**config.mk**
```make
export PLATFORM = sky130hd
export DESIGN_NAME = gray_ptr_cnt
export DESIGN_NICKNAME = d
export VERILOG_FILES = /design/src/rtl/gray_ptr_cnt.sv
export SDC_FILE = /design/constraint.sdc
export NUM_CORES = 1
export LEC_CHECK = 0
export CORE_MARGIN = 1
export CORE_UTILIZATION = 43
export CTS_CLUSTER_DIAMETER = 40
export DETAILED_ROUTE_END_ITERATION = 16
export GPL_TIMING_DRIVEN = 0
export PLACE_DENSITY = 0.76
export RECOVER_POWER = 25
export SYNTH_ARGS = -nofsm -noshare
export SYNTH_HDL_FRONTEND = slang
export SYNTH_SLANG_ARGS = --single-unit
```
**constraint.sdc**
```tcl
create_clock -name clk_i -period 4.5 [get_ports clk_i]
set_clock_uncertainty 0.05 [all_clocks]
set_input_delay 0.9 -clock clk_i [delete_from_list [all_inputs] [get_ports clk_i]]
set_output_delay 0.9 -clock clk_i [all_outputs]
set_load 0.05 [all_outputs]
```
**src/rtl/gray_ptr_cnt.sv**
```systemverilog
// Binary/Gray pointer counter with a registered Gray copy, wrap/saturate control,
// a remote Gray pointer synchroniser with decode, and local-minus-remote distance.
module gray_ptr_cnt #(
  parameter int DLY         = 1,
  parameter int WIDTH       = 8,
  parameter int SYNC_STAGES = 2,
  parameter int WRAP_MODE   = 0
) (
  input  logic             clk_i,
  input  logic             rst_i,
  input  logic             inc_i,
  input  logic             clr_i,
  input  logic [WIDTH-1:0] rmt_gray_i,
  output logic [WIDTH-1:0] bin_o,
  output logic [WIDTH-1:0] gray_o,
  output logic             wrap_o,
  output logic             sat_o,
  output logic [WIDTH-1:0] rmt_bin_o,
  output logic [WIDTH-1:0] diff_o
);

  localparam logic [WIDTH-1:0] ONE = {{(WIDTH-1){1'b0}}, 1'b1};

  if (DLY < 0 || WIDTH < 2 || WIDTH > 32 || SYNC_STAGES < 2 || SYNC_STAGES > 4 ||
      WRAP_MODE < 0 || WRAP_MODE > 1) begin : g_bad_param
    $error("gray_ptr_cnt: parameter out of legal range");
  end

  logic [WIDTH-1:0] cnt_q, cnt_d;
  logic [WIDTH-1:0] gray_q, gray_d;
  logic             wrap_q, wrap_d;
  logic [WIDTH-1:0] sync_q [SYNC_STAGES];
  logic [WIDTH-1:0] rmt_bin;
  logic             term_cnt;

  assign term_cnt = &cnt_q;

  always_comb begin
    cnt_d  = cnt_q;
    wrap_d = 1'b0;
    if (clr_i) begin
      cnt_d = '0;
    end else if (inc_i) begin
      if (!term_cnt) begin
        cnt_d = cnt_q + ONE;
      end else if (WRAP_MODE == 0) begin
        cnt_d  = '0;
        wrap_d = 1'b1;
      end
    end
    // Gray copy is built from the next count so it lands on the same edge as cnt_q.
    gray_d = cnt_d ^ (cnt_d >> 1);
  end

  always_ff @(posedge clk_i or posedge rst_i) begin
    if (rst_i) begin
      cnt_q  <= '0;
      gray_q <= '0;
      wrap_q <= 1'b0;
    end else begin
      cnt_q  <= cnt_d;
      gray_q <= gray_d;
      wrap_q <= wrap_d;
    end
  end

  // Plain flop chain; clr_i deliberately has no effect on it.
  always_ff @(posedge clk_i or posedge rst_i) begin
    if (rst_i) begin
      for (int s = 0; s < SYNC_STAGES; s++) sync_q[s] <= '0;
    end else begin
      sync_q[0] <= rmt_gray_i;
      for (int s = 1; s < SYNC_STAGES; s++) sync_q[s] <= sync_q[s-1];
    end
  end

  // Bit i of the binary value is the XOR of Gray bits WIDTH-1 down to i.
  always_comb begin
    rmt_bin = '0;
    for (int i = 0; i < WIDTH; i++) begin
      rmt_bin[i] = ^(sync_q[SYNC_STAGES-1] >> i);
    end
  end

  assign bin_o     = cnt_q;
  assign gray_o    = gray_q;
  assign wrap_o    = wrap_q;
  assign sat_o     = (WRAP_MODE == 1) && term_cnt;
  assign rmt_bin_o = rmt_bin;
  assign diff_o    = cnt_q - rmt_bin;

endmodule

```
==> reports/metrics.cfg, run 1 <==
[critical_path]
crit_chain = xor3_4, xnor3_2, clkinv_4, xnor2_4, xor2_4, xnor2_4, ha_2, inv_2, fa_2, and2_4, o2bb2ai_4, a21oi_4, buf_6, nand4_1, o221ai_2, xnor2_2, buf_6
critPathLaunchType = flip-flop
worstPathRequired_ns = 3.55
worst-path-buf-inv = 4
cp.depth = 17
cp_slowest_stage_delay_ns = 0.52
reg2reg_slack_ns = 2.24
reg2reg_depth = 7
endpoint_kind = output port
cp_max_fo = 4
cp.arrival_ns = 4.01
cp_top_family = XOR/XNOR gates
crit_type = flip-flop to output port
cpMaxStageDelayCell = xor3_4

[clock_network]
cts_sinks = 32
clkLatencyLatePin_ns = 0.28
cts_root_buf = clkbuf_8
holdBufCountCts = 0
clockBufferDepth = 2
cts_tree = done
numCtsBuffers = 5
clkTransAtPathRegs_ns = 0.07
htree_levels = 2

[floorplan]
die_w_um = 64.0
die-height_um = 64.0
row_count = 22
core_area_mm2 = 0.00369
num_io_pins = 46
initial_core_util = 0.448
die-area_mm2 = 0.00410

[logic_synthesis]
syn_avg_cell_area_um2 = 10.6
syn_nets = 172
ys_seq_area_frac = 0.484
async_flop_share = 1.00
synth_common_cells = 32 x dfrtp_1, 18 x nor2_1, 18 x xnor2_1
synth_ff_type = dfrtp_1
ys_types = 38
netlist_area_mm2 = 0.00165
ys_seq_elements = 32
ys_warn_count = 0
yosysTopAreaCellShare = 0.484
post-synth-top-count-cell = dfrtp_1
synth.largest_area_cell = dfrtp_1
syn-instance-count = 156
synth_edf_count = 0
synth.area.top_cells = dfrtp_1 48%, xnor2_1 9.5%, xor2_1 4.8%, nor2_1 4.1%, ha_1 2.3%

[place]
gp_congestion = 0.753
port-buffer-count = 43
post-place-cells = 247
dp_hpwl_mm = 2.57

[sta]
fin_crit_ns = 4.96
fin_ws_ns = -0.458
rsz0062_at_grt = true
relSlewSlack = 0.506
period_share = 1.10
setup_viol = 5
fin_tns_setup_ns = -1.44
final_hold_viol_count = 0
tightest_slew_ns = 0.740
fmax_mhz = 202
final_max_slew_viol_count = 0

[drt]
firstDrtPassIters = 4
wl_per_cell_um = 14.9
top_layer = met4
drc = 0
drtAntennaViolNets = 0
finalWirelength_mm = 4.07
wl_met3_um = 188
drt-initial-drc-count = 50
via_count = 1375
vias_per_cell = 5.04
met1_length_mm = 1.68
wl_met2_mm = 2.10

[grt]
grt_pass1_vias = 1316
antenna_found_initial = 0
grt_overflow = 0
grt_use_total = 0.203
grt_max_degree = 33
grt_pass1_wl_mm = 6.18

[pwr]
ir_drop_mv = 0.344
power_frac_comb = 0.495
power.density_mw_per_mm2 = 435
leakage_uw = 0.00115
power_frac_seq = 0.272
p_clk_frac = 0.233
switching_share = 0.401
p_int_uw = 683
p_switching_uw = 458

[cells_and_area]
diodes = 0
fillers = 260
nets = 240
fin_cells = 273
drive_gt1_frac = 0.302
areaGrowthSynthToFinish_pct = 58.5

[worst_hold_path]
worstHoldPathType = flip-flop to flip-flop
hold_path_depth = 0

[status]
status = complete, but fails checks
violations = setup timing

[run]
drv_cap = 0

[kinds of logic after synthesis]
logic type / after synthesis / share of synthesized area
buffers and inverters: 18 / 0.0635
flip-flops: 32 / 0.484
multiplexers: 4 / 0.0250
adder cells (fa/ha/maj): 4 / 0.0348
XOR/XNOR: 30 / 0.182
AO/OA/AOI/OAI: 20 / 0.0771
AND/OR/NAND/NOR: 47 / 0.131
other: 1 / 0.00227
[metal layers]
metal	vias up	track usage
met5	-	0
li1	645	-
met2	44	0.339
met3	10	0.0446
met4	0	0.0909
met1	676	0.250
[placed cells by master (no fill, tap or decap), types with 2 or more instances in the layout]
cell type,n
a21oi_1,5
a31oi_2,2
buf_4,20
buf_6,8
clkbuf_1,2
clkbuf_8,6
clkdlybuf4s50_1,26
dfrtp_1,32
dlygate4sd3_1,10
ha_1,2
inv_1,8
mux2i_1,3
nand2_1,8
nand2_2,2
nand2b_1,2
nand3_1,3
nand4_1,3
nor2_1,17
nor3_1,5
nor3b_1,2
o21ai_0,3
xnor2_1,12
xnor2_2,4
xnor2_4,3
xor2_1,7
xor2_4,2
[power groups by stage]
stage	sequential (uW)	combinational [uW]	clock, uW
after global placement	315	481	0
after floorplan	330	348	0
after CTS	310	512	268
after global routing	311	591	281
final	310	565	266
after detailed placement	316	489	0
[final cells by class]
class,instances,area (um^2),share of cell area
buffer,7,58.8,0.0224
clock buffer,6,72.6,0.0277
clock inverter,2,35.0,0.0134
timing repair buffer,61,584,0.223
inverter,11,46.3,0.0177
multi-input combinational,106,963,0.368
tap,48,60.1,0.0229
sequential,32,801,0.305
[final timing paths]
kind	endpoint	from
max reg2reg	gray_o[4]	bin_o[1]
max	diff_o[6]	sync_q[5]
max in group asynchronous	sync_q[8]	rst_i
min	sync_q[0]	sync_q[8]
min in group asynchronous	bin_o[6]	rst_i
min reg2reg	sync_q[0]	sync_q[8]
[worst register-to-register path: stages (launching register included)]
cell and delay, ns:
dfrtp_1 0.52, ha_1 0.25, nand4_1 0.16, nor2_1 0.28, nand3_1 0.15, nand2b_1 0.19
nand2b_1 0.21, mux2_2 0.35
[registers in the layout (all words and copies together), names as in the netlist]
name / count
bin_o: 8
gray_o: 7
sync_q: 16
wrap_o: 1
[what timing repair did]
action,in CTS,in global routing
pin swaps,13,13
buffers inserted,10,7
resized for setup,46,20
endpoints found under the setup margin,8,6
[per-stage QoR]
stage | util | cell area [um^2] | power (uW) | hold WS [ns] | worst slack [ns]
after floorplan | - | 1770 | 679 | 0.281 | -0.568
after global placement | 0.614 | 2260 | 796 | 0.283 | -0.989
after detailed placement | 0.614 | 2260 | 805 | 0.285 | -1.09
after CTS | 0.673 | 2480 | 1090 | 0.298 | -0.313
after global routing | 0.711 | 2620 | 1180 | 0.307 | -0.605
final | 0.711 | 2620 | 1140 | 0.295 | -0.458
Power figures use the tool's default switching activity.
==> run 2: changes to the inputs <==
CTS_CLUSTER_SIZE = 30   (was default)
==> results of run 2 <==
No change in the layout: final DEF, timing and power equal those of run 1.
